<file path="config.mk">
export PLATFORM = sky130hd
export DESIGN_NAME = conv_window_gen
export DESIGN_NICKNAME = d
export VERILOG_FILES = /design/src/rtl/conv_pkg.sv /design/src/rtl/conv_line_buffer.sv /design/src/rtl/conv_window_gen.sv
export SDC_FILE = /design/constraint.sdc
export NUM_CORES = 1
export LEC_CHECK = 0
export BUFFER_PORTS_ARGS = -buffer_cell sky130_fd_sc_hd__buf_2
export CAP_MARGIN = 5
export CORE_MARGIN = 3
export CORE_UTILIZATION = 58
export DETAILED_ROUTE_END_ITERATION = 12
export HOLD_SLACK_MARGIN = 0.03
export PLACE_DENSITY = 0.75
export SLEW_MARGIN = 20
export SYNTH_ARGS = -nofsm -noshare
export SYNTH_HDL_FRONTEND = slang
export SYNTH_SLANG_ARGS = --single-unit
</file>
<file path="constraint.sdc">
create_clock -name clk -period 21.3 [get_ports clk]
set_input_delay 1.065 -clock clk [delete_from_list [all_inputs] [get_ports clk]]
set_output_delay 1.065 -clock clk [all_outputs]
set_load 0.05 [all_outputs]
</file>
<file path="src/rtl/conv_pkg.sv">
// Shared types and helpers for the sliding-window generator.
// Holds the tap index, the legal-kernel check and the coordinate widths.
package conv_pkg;

  typedef enum logic {
    IDLE,
    RUN
  } state_e;

  function automatic int tap_idx(input int r, input int c, input int k);
    return r * k + c;
  endfunction

  function automatic bit kernel_legal(input int k);
    return (k == 1) || (k == 3) || (k == 5) || (k == 7);
  endfunction

  function automatic int coord_w(input int n);
    return (n > 1) ? $clog2(n) : 1;
  endfunction

endpackage

</file>
<file path="src/rtl/conv_line_buffer.sv">
// One-row delay line: the output is the value shifted in DEPTH
// accepted pixels earlier, i.e. the pixel directly above.
module conv_line_buffer
  import conv_pkg::*;
#(
  parameter int DEPTH = 16,
  parameter int DW    = 16
) (
  input  logic          clk,
  input  logic          en,
  input  logic [DW-1:0] din,
  output logic [DW-1:0] dout
);

  logic [DW-1:0] mem_q [DEPTH];
  logic [DW-1:0] mem_d [DEPTH];

  always_comb begin
    mem_d = mem_q;
    if (en) begin
      mem_d[0] = din;
      for (int i = 1; i < DEPTH; i++) begin
        mem_d[i] = mem_q[i-1];
      end
    end
  end

  // Contents are overwritten before they can reach a valid window.
  always_ff @(posedge clk) begin
    mem_q <= mem_d;
  end

  assign dout = mem_q[DEPTH-1];

endmodule

</file>
<file path="src/rtl/conv_window_gen.sv">
// KERNEL x KERNEL sliding-window generator over a raster pixel stream.
// Define CONV_WIN_POS_EN to add the win_x/win_y window coordinate outputs.
module conv_window_gen
  import conv_pkg::*;
#(
  parameter int CL_IN  = 8,
  parameter int KERNEL = 3,
  parameter int N      = 2,
  parameter int IMG_W  = 16,
  parameter int IMG_H  = 16
) (
  input  logic                             clk,
  input  logic                             rst,
  input  logic [CL_IN*N-1:0]               pix_in,
  input  logic                             pix_valid,
  input  logic                             sof,
  output logic [CL_IN*KERNEL*KERNEL*N-1:0] data2conv,
  output logic                             en_out,
  output logic                             frame_done,
  output logic                             sof_err
`ifdef CONV_WIN_POS_EN
  ,
  output logic [coord_w(IMG_W)-1:0]        win_x,
  output logic [coord_w(IMG_H)-1:0]        win_y
`endif
);

  localparam int KK = KERNEL * KERNEL;
  localparam int PW = CL_IN * N;
  localparam int WW = PW * KK;
  localparam int XW = coord_w(IMG_W);
  localparam int YW = coord_w(IMG_H);
  localparam logic [XW-1:0] X_LAST = XW'(IMG_W - 1);
  localparam logic [YW-1:0] Y_LAST = YW'(IMG_H - 1);

  if (!kernel_legal(KERNEL) || IMG_W < KERNEL || IMG_H < KERNEL) begin : g_bad_cfg
    $error("conv_window_gen: illegal KERNEL/IMG_W/IMG_H");
  end

  state_e          state_q, state_d;
  logic [XW-1:0]   x_q, x_d, cur_x;
  logic [YW-1:0]   y_q, y_d, cur_y;
  logic            en_q, en_d;
  logic            fd_q, fd_d;
  logic            serr_q, serr_d;
  logic [WW-1:0]   win_q, win_d;
  logic            restart, accept, win_ok, last;
  logic [PW-1:0]   lb_io [KERNEL];

  // lb_io[j] is the pixel j rows above the incoming one.
  assign lb_io[0] = pix_in;

  for (genvar j = 0; j < KERNEL - 1; j++) begin : g_lb
    conv_line_buffer #(
      .DEPTH(IMG_W),
      .DW   (PW)
    ) u_lb (
      .clk (clk),
      .en  (accept),
      .din (lb_io[j]),
      .dout(lb_io[j+1])
    );
  end

  always_comb begin
    restart = pix_valid & sof;
    accept  = pix_valid & (restart | (state_q == RUN));
    cur_x   = restart ? '0 : x_q;
    cur_y   = restart ? '0 : y_q;
    win_ok  = (int'(cur_x) >= KERNEL - 1) && (int'(cur_y) >= KERNEL - 1);
    last    = (cur_x == X_LAST) && (cur_y == Y_LAST);
    state_d = state_q;
    x_d     = x_q;
    y_d     = y_q;
    en_d    = 1'b0;
    fd_d    = 1'b0;
    serr_d  = 1'b0;
    win_d   = win_q;
    if (accept) begin
      serr_d  = restart && (state_q == RUN);
      en_d    = win_ok;
      fd_d    = last;
      state_d = last ? IDLE : RUN;
      if (cur_x == X_LAST) begin
        x_d = '0;
        y_d = (cur_y == Y_LAST) ? '0 : cur_y + YW'(1);
      end else begin
        x_d = cur_x + XW'(1);
        y_d = cur_y;
      end
      for (int ch = 0; ch < CL_IN; ch++) begin
        for (int r = 0; r < KERNEL; r++) begin
          for (int c = 0; c < KERNEL; c++) begin
            if (c < KERNEL - 1) begin
              win_d[(ch*KK + tap_idx(r, c, KERNEL))*N +: N] =
                win_q[(ch*KK + tap_idx(r, c + 1, KERNEL))*N +: N];
            end else begin
              win_d[(ch*KK + tap_idx(r, c, KERNEL))*N +: N] =
                lb_io[KERNEL-1-r][ch*N +: N];
            end
          end
        end
      end
    end
  end

  always_ff @(posedge clk) begin
    if (rst) begin
      state_q <= IDLE;
      x_q     <= '0;
      y_q     <= '0;
      en_q    <= 1'b0;
      fd_q    <= 1'b0;
      serr_q  <= 1'b0;
      win_q   <= '0;
    end else begin
      state_q <= state_d;
      x_q     <= x_d;
      y_q     <= y_d;
      en_q    <= en_d;
      fd_q    <= fd_d;
      serr_q  <= serr_d;
      win_q   <= win_d;
    end
  end

  assign data2conv  = win_q;
  assign en_out     = en_q;
  assign frame_done = fd_q;
  assign sof_err    = serr_q;

`ifdef CONV_WIN_POS_EN
  logic [XW-1:0] wx_q, wx_d;
  logic [YW-1:0] wy_q, wy_d;

  always_comb begin
    wx_d = wx_q;
    wy_d = wy_q;
    if (accept && win_ok) begin
      wx_d = cur_x;
      wy_d = cur_y;
    end
  end

  always_ff @(posedge clk) begin
    if (rst) begin
      wx_q <= '0;
      wy_q <= '0;
    end else begin
      wx_q <= wx_d;
      wy_q <= wy_d;
    end
  end

  assign win_x = wx_q;
  assign win_y = wy_q;
`endif

endmodule

</file>
## Word level (Yosys, flattened, before mapping)

Cells that the tools add are included.

- Register bits after elaboration: 668
- Input port bits: 20
- Logic and storage cells: 59

- $add $sub $neg: 2
- $lt $le $gt $ge: 2
- Equal/unequal tests: 2
- Muxes and demuxes: 6
- Bitwise logic cells: 4
- Reduce and logical (&&, ||, !) cells: 4

Operator list:

| cell | number |
|---|---|
| two-way mux 4 bit | 5 |
| adder 4 x 1 -> 4 bit, second input constant | 2 |
| == test 4 bit, second input constant | 2 |
| >= comparator 4 x 2 -> 1 bit, second input constant | 2 |
| logical AND 1 bit | 3 |
| AND 1 bit | 2 |
| OR reduction 2 bit | 1 |
| two-way mux 1 bit | 1 |
| inverter 1 bit | 1 |
| OR 1 bit | 1 |

## Logic depth before layout (Yosys ltp)

Gate-level depths: netlist of the first run.

- Depth after elaboration: 5
- Mapped depth: 7

## Modules after synthesis

Synthesis of the first run repeated with hierarchy kept, for this count alone.

- Cells, all modules: 1,236
- Area total of the unflattened synthesis: 21,130.3 um2

By module, submodules not included:

| module | instances | cells an instance | area each (um2) | seq. area each (um2) |
|---|---|---|---|---|
| conv_line_buffer | 2 | 272 | 7,807.5 | 7,687.4 |
| conv_window_gen | 1 | 692 | 5,515.3 | 3,123.0 |

## Worst setup path before layout of the first run

OpenSTA, ideal clock, no wires.

- Path kind: input to register
- Start: input pix_valid
- End: register g_lb[0].u_lb.mem_q, in the netlist g_lb[0].u_lb.dout[0], enable pin
- Setup time: 1.081 ns
- Arrival: 15.241 ns
- Data required time: 20.219 ns
- Path slack: 4.977 ns
- Cell stages on the path: 3
- Buffers on the path: 1
- Cell sequence: o21ai_1 > inv_2 > clkbuf_1

- Word-level cells in the longest chain between the ends: 3

RTL lines:

| item | line | source |
|---|---|---|
| from (decl) | conv_window_gen.sv:15 | `input logic pix_valid,` |
| AND 1 bit | conv_window_gen.sv:66 | `restart = pix_valid & sof;` |
| OR 1 bit | conv_window_gen.sv:67 | `accept = pix_valid & (restart \| (state_q == RUN));` |
| AND 1 bit * | conv_window_gen.sv:67 |  |
| via accept | conv_window_gen.sv:47 | `logic restart, accept, win_ok, last;` |
| to (signal assigned) | conv_line_buffer.sv:30 | `mem_q <= mem_d;` |
| to (decl) | conv_line_buffer.sv:15 | `logic [DW-1:0] mem_q [DEPTH];` |

The timed path passes the listed nets; every way through them passes the cells marked *.
A chain may end at the register's enable or synchronous reset.

## Final worst setup path of the first run

- Start: input pix_valid
- End: register win_q[23], in the netlist data2conv[23]

- Word-level cells in the longest chain between the ends: 3

RTL lines:

| item | line | source |
|---|---|---|
| AND 1 bit | conv_window_gen.sv:66 |  |
| OR 1 bit | conv_window_gen.sv:67 |  |
| AND 1 bit * | conv_window_gen.sv:67 |  |
| to (signal assigned) | conv_window_gen.sv:123 | `win_q <= win_d;` |
| to (decl) | conv_window_gen.sv:46 | `logic [WW-1:0] win_q, win_d;` |

Every way passes the cells marked *; elsewhere a longest branch is shown, timed or not.

==> impl_metrics.toml, run 1 <==
[outcome]
outcome = "finished clean"

[logic_synthesis]
ys_warn_count = 0
synth_edf_count = 512
synth_flop_cell = "edfxtp_1"
synth_area_um2 = 20870
async_flop_share = 0
yosysUniqueCellTypes = 35
synthTopCellsByArea = "edfxtp_1, dfxtp_1, nand2_1"
syn_inst = 1204
synth_seq_area_share = 0.8862
avgSynthCellArea_um2 = 17.34
ys_seq_elements = 668
synth_top_area_frac = 0.7366
netlist.top_cell.by_area = "edfxtp_1"
syn_nets = 1226

[setup_path]
crit_path_end_kind = "flip-flop"
crit_required_ps = 21750
path_delay_family = "buffers and inverters"
startpoint_type = "primary input"
path_cells = "buf_2 > o21ai_4 > buf_4 > inv_8 > buf_12 > nand2_1 > a21oi_1"
cp_slowest_stage_delay_ps = 760
cp_num_buf_inv = 4
worstPathMaxFanout = 218
worstSetupPathType = "in2reg"
critPathSlowestCell = "buf_12"
crit_arrival_ps = 3770

[timing]
skew_ps = 18.04
max_freq_ghz = 0.3009
tightest_slew_ps = 1102
period_share = 0.1560
hold_viol = 0
rsz0062_at_grt = "false"
fin_setup_tns_ps = 0
whs_ps = 405.2
setup_viol = 0
max_slew_margin = 0.2652
final_max_slew_viol_count = 0
post-route-min-period_ps = 3324

[global_route]
grt_start_max_net_pins = 219
top_usage_layer = "met1"
grt-ovfl-total = 0
met3_usage = 0.03950
grtUsageMet1 = 0.2450
grt_pass1_vias = 9310
grt_antenna_before_repair = 0
grtUsageMet2 = 0.2395
grt_pass1_wl_mm = 50.36
grt_usage = 0.1654

[job]
cap_violations = 0

[placed_design]
dp_cells = 1782
place.gp.congestion = 0.7739
io_buffer_count = 166
dp_hpwl_mm = 16.19

[detailed_routing]
ant_nets = 0
drc = 0
wire_per_inst_um = 16.82
vias_per_cell = 5.230
drt_pass1_iterations = 6
vias = 9943
drt_iter0_drc = 838
wl_mm = 31.98

[pwr]
p_per_area_nw_per_um2 = 111.8
irDropWorstVdd_v = 0.00008698
clkPwrFrac = 0.416
power_frac_comb = 0.034
p_leak_nw = 8.585
p_switching_mw = 0.5565
seq_power_share = 0.551
power.share.switching = 0.2050
p_int_mw = 2.158

[floorplan]
die_w_um = 195.7
core_um2 = 34970
initial_utilization = 0.5969
ioPinCount = 167
std_cell_rows = 68
fp.dieArea_um2 = 38300
fp.dieH_um = 195.7

[layout]
final_cell_mix = "edfxtp_1, nand2_1, buf_2"
diodes = 0
syn_to_final_growth_pct = 16.32
final_common_cell = "edfxtp_1"
instances_no_fill = 1901
nets = 1417
drive_gt1_frac = 0.1881

[clocking]
clock_latency_ps = 560
clock-sinks = 668
cts_resized = 0
cts_root_buf = "clkbuf_16"
clock_path_buffers = 3
cts_tree = "built"
cts_htree_levels = 3
path_clk_slew_ps = 70
cts_hold_buffers = 0
cts_buffers = 66
post_cts_buffers = 0

[hold_path]
hold_path.class = "reg2reg"
-- path summary, 6_finish.rpt --
path | start | endpoint | slack [ps] | cells after the start
max | pix_valid | data2conv[23] | 17980 | 7
min reg2reg | g_lb[0].u_lb.mem_q[153] | g_lb[0].u_lb.mem_q[137] | 410 | 0
min | g_lb[0].u_lb.mem_q[153] | g_lb[0].u_lb.mem_q[137] | 410 | 0
max reg2reg | state_q | data2conv[23] | 18140 | 6
-- worst reg2reg max path: stages (launching register included) --
cell     delay [ps]
dfxtp_1         510
o21ai_4          90
buf_4           340
inv_8           740
buf_12          760
nand2_1         330
a21oi_1         270
-- flip-flops by register name (all words and copies together) (netlist names) --
name and flops:
g_lb.u_lb.dout 32, x_q 4, sof_err 1, y_q 4, en_out 1, g_lb.u_lb.mem_q 480, frame_done 1, state_q 1
data2conv 144
-- Yosys cell counts (2+ instances only) --
| master | count |
|---|---|
| nor4_1 | 2 |
| nand4_1 | 2 |
| clkbuf_1 | 18 |
| edfxtp_1 | 512 |
| ha_1 | 2 |
| a211oi_1 | 2 |
| o31ai_1 | 2 |
| nand2_1 | 293 |
| dfxtp_1 | 156 |
| o211ai_1 | 2 |
| nor2_1 | 3 |
| nor3_1 | 3 |
| buf_2 | 30 |
| nand3_1 | 3 |
| and3b_1 | 3 |
| and2_1 | 2 |
| inv_1 | 3 |
| a21oi_1 | 149 |
-- per-stage QoR --
stage                     total power, mW  setup WS, ps    util  area [um^2]
final                               2.715         17980  0.6944        24280
after global routing                2.811         17700  0.6944        24280
after CTS                           2.747         17940  0.6944        24280
after detailed placement            1.613         17480  0.6331        22140
after global placement              1.609         17580  0.6331        22140
after floorplan                     1.619          4977       -        20870
-- power groups by stage --
stage               clock, mW  combinational [mW]  sequential (mW)
global placement            0              0.0897             1.52
floorplan                   0              0.0425             1.58
detailed placement          0              0.0919             1.52
global route             1.21              0.0987             1.50
finish                   1.13              0.0911             1.49
CTS                      1.16              0.0921             1.50
-- kinds of logic after synthesis --
kind of cell               synth area share
buffers and inverters               0.01151
AOI/OAI and AO/OA                   0.04034
adders and majority gates          0.001199
and+or+nand+nor                     0.06030
muxes                             0.0004795
DFF                                  0.8862
-- area by class of cell --
class | instances | area [um^2]
clock buffers | 88 | 1881
clock inverters | 31 | 260.3
fillers | 2204 | 10690
inverters | 4 | 22.52
multi-input cells | 483 | 2147
flip-flops and latches | 668 | 18500
well taps | 455 | 569.3
repair buffers | 172 | 903.4
-- layer usage --
metal / wire length [um] / vias up
met5: 0 / -
met3: 1749 / 70
met4: 991 / 0
met2: 14650 / 266
met1: 14590 / 4874
li1: - / 4733
(Power assumes the default switching activity.)
==> run 2: changes to the inputs <==
- clock period: 21.3 -> 3.45 ns (I/O delays scaled with it)
==> impl_metrics.toml, run 2 (synthesis results as in run 1) <==
[global_route]
grt_pass1_vias = 9515
grt_start_max_net_pins = 147
grt_antenna_before_repair = 2
grt_pass1_wl_mm = 50.69
grt-ovfl-total = 0
grt_usage = 0.1653

[floorplan]
core_um2 = 34970
initial_utilization = 0.5969
fp.dieArea_um2 = 38300
std_cell_rows = 68
ioPinCount = 167
fp.dieH_um = 195.7
die_w_um = 195.7

[setup_path]
rr_worst_depth = 5
r2r_start = "state_q"
crit_arrival_ps = 2640
crit_required_ps = 3950
worstPathMaxFanout = 97
worstSetupPathType = "reg2reg"
path_cells = "o21ai_4 > inv_8 > buf_4 > nand2_1 > a21oi_1"
critPathSlowestCell = "buf_4"
cp_num_buf_inv = 2
ff2ff_setup_slack_ps = 1310
path_delay_family = "buffers and inverters"
crit_path_end_kind = "flip-flop"
critPathLaunch = "state_q"
startpoint_type = "flip-flop"
r2r_end = "data2conv[34]"
cp_slowest_stage_delay_ps = 590

[timing]
hold_viol = 0
setup_viol = 0
period_share = 0.6197
post-route-min-period_ps = 2138
skew_ps = 16.28
final_max_slew_viol_count = 0
max_slew_margin = 0.3542
fin_setup_tns_ps = 0
max_freq_ghz = 0.4677
tightest_slew_ps = 968.7
whs_ps = 195.2
rsz0062_at_grt = "false"

[clocking]
cts_tree = "built"
cts_hold_buffers = 18
clock_latency_ps = 580
cts_resized = 0
post_cts_buffers = 0
cts_buffers = 61
clock_path_buffers = 3
cts_root_buf = "clkbuf_16"
clock-sinks = 668
cts_htree_levels = 2
path_clk_slew_ps = 60

[layout]
drive_gt1_frac = 0.1801
finish.utilization = 0.6946
fin_area_um2 = 24290
syn_to_final_growth_pct = 16.36
final_cell_mix = "edfxtp_1, nand2_1, buf_2"
largest_reg_flops = 480
final_common_cell = "edfxtp_1"
largest-register = "g_lb.u_lb.mem_q"
nets = 1434

[detailed_routing]
ant_nets = 0
drt-met1-wl_mm = 14.86
drt_pass1_iterations = 7
met3_length_mm = 1.400
vias_per_cell = 5.192
wl_mm = 31.99
wire_per_inst_um = 16.69
drc = 0
top_layer_used = "met5"
vias = 9947
wl_met2_mm = 14.90
drt_iter0_drc = 717

[pwr]
p_per_area_nw_per_um2 = 664.9
power_mw = 16.15
p_leak_nw = 8.567
irDropWorstVdd_v = 0.0006642

[hold_path]
hp-start = "rst"
min_delay_path_depth = 2
hold_path.class = "in2reg"
holdPathEnd = "data2conv[143]"

[job]
cap_violations = 0

[placed_design]
place.gp.congestion = 0.7540
dp_hpwl_mm = 17.22
postPlaceCellArea_um2 = 22210
io_buffer_count = 166

[outcome]
outcome = "finished clean"
run 2: layout make-up:
cell class / count / area, um^2
well taps: 455 / 569.3
fillers: 2235 / 10680
multi-input cells: 483 / 2147
diodes: 1 / 2.502
clock inverters: 34 / 282.8
flip-flops and latches: 668 / 18500
clock buffers: 77 / 1617
inverters: 4 / 22.52
repair buffers: 194 / 1151
run 2: how the worst max path moves through the flow:
stage	end	slack [ps]	cells past startpoint
2_1_floorplan	g_lb[0].u_lb.dout[0]	260	3
3_3_place_gp	g_lb[1].u_lb.mem_q[42]	1430	3
3_5_place_dp	data2conv[34]	1310	5
4_1_cts	data2conv[34]	1310	5
5_1_grt	data2conv[34]	1170	5
6_report	data2conv[34]	1310	5
run 2: worst register-to-register path, cell delays in order, from the launching register on:
cell and delay, ps:
dfxtp_1 480, o21ai_4 140, inv_8 460, buf_4 630, nand2_1 190, a21oi_1 150
run 2: power breakdown:
part	internal (mW)	switching [mW]
clock	3.67	2.67
combinational	0.110	0.481
sequential	9.09	0.134
total	12.9	3.29
run 2: metal layers:
metal / track usage / vias to the layer above
li1: - / 4777
met1: 0.2483 / 4903
met2: 0.2434 / 202
met3: 0.03503 / 63
met4: 0.06285 / 2
met5: 0 / -
run 2: per-stage QoR:
stage,std cells,setup slack [ps]
finish,1916,1312
CTS,1915,1308
global route,1916,1167
detailed placement,1786,1315
global placement,1786,1429
floorplan,1204,262.6
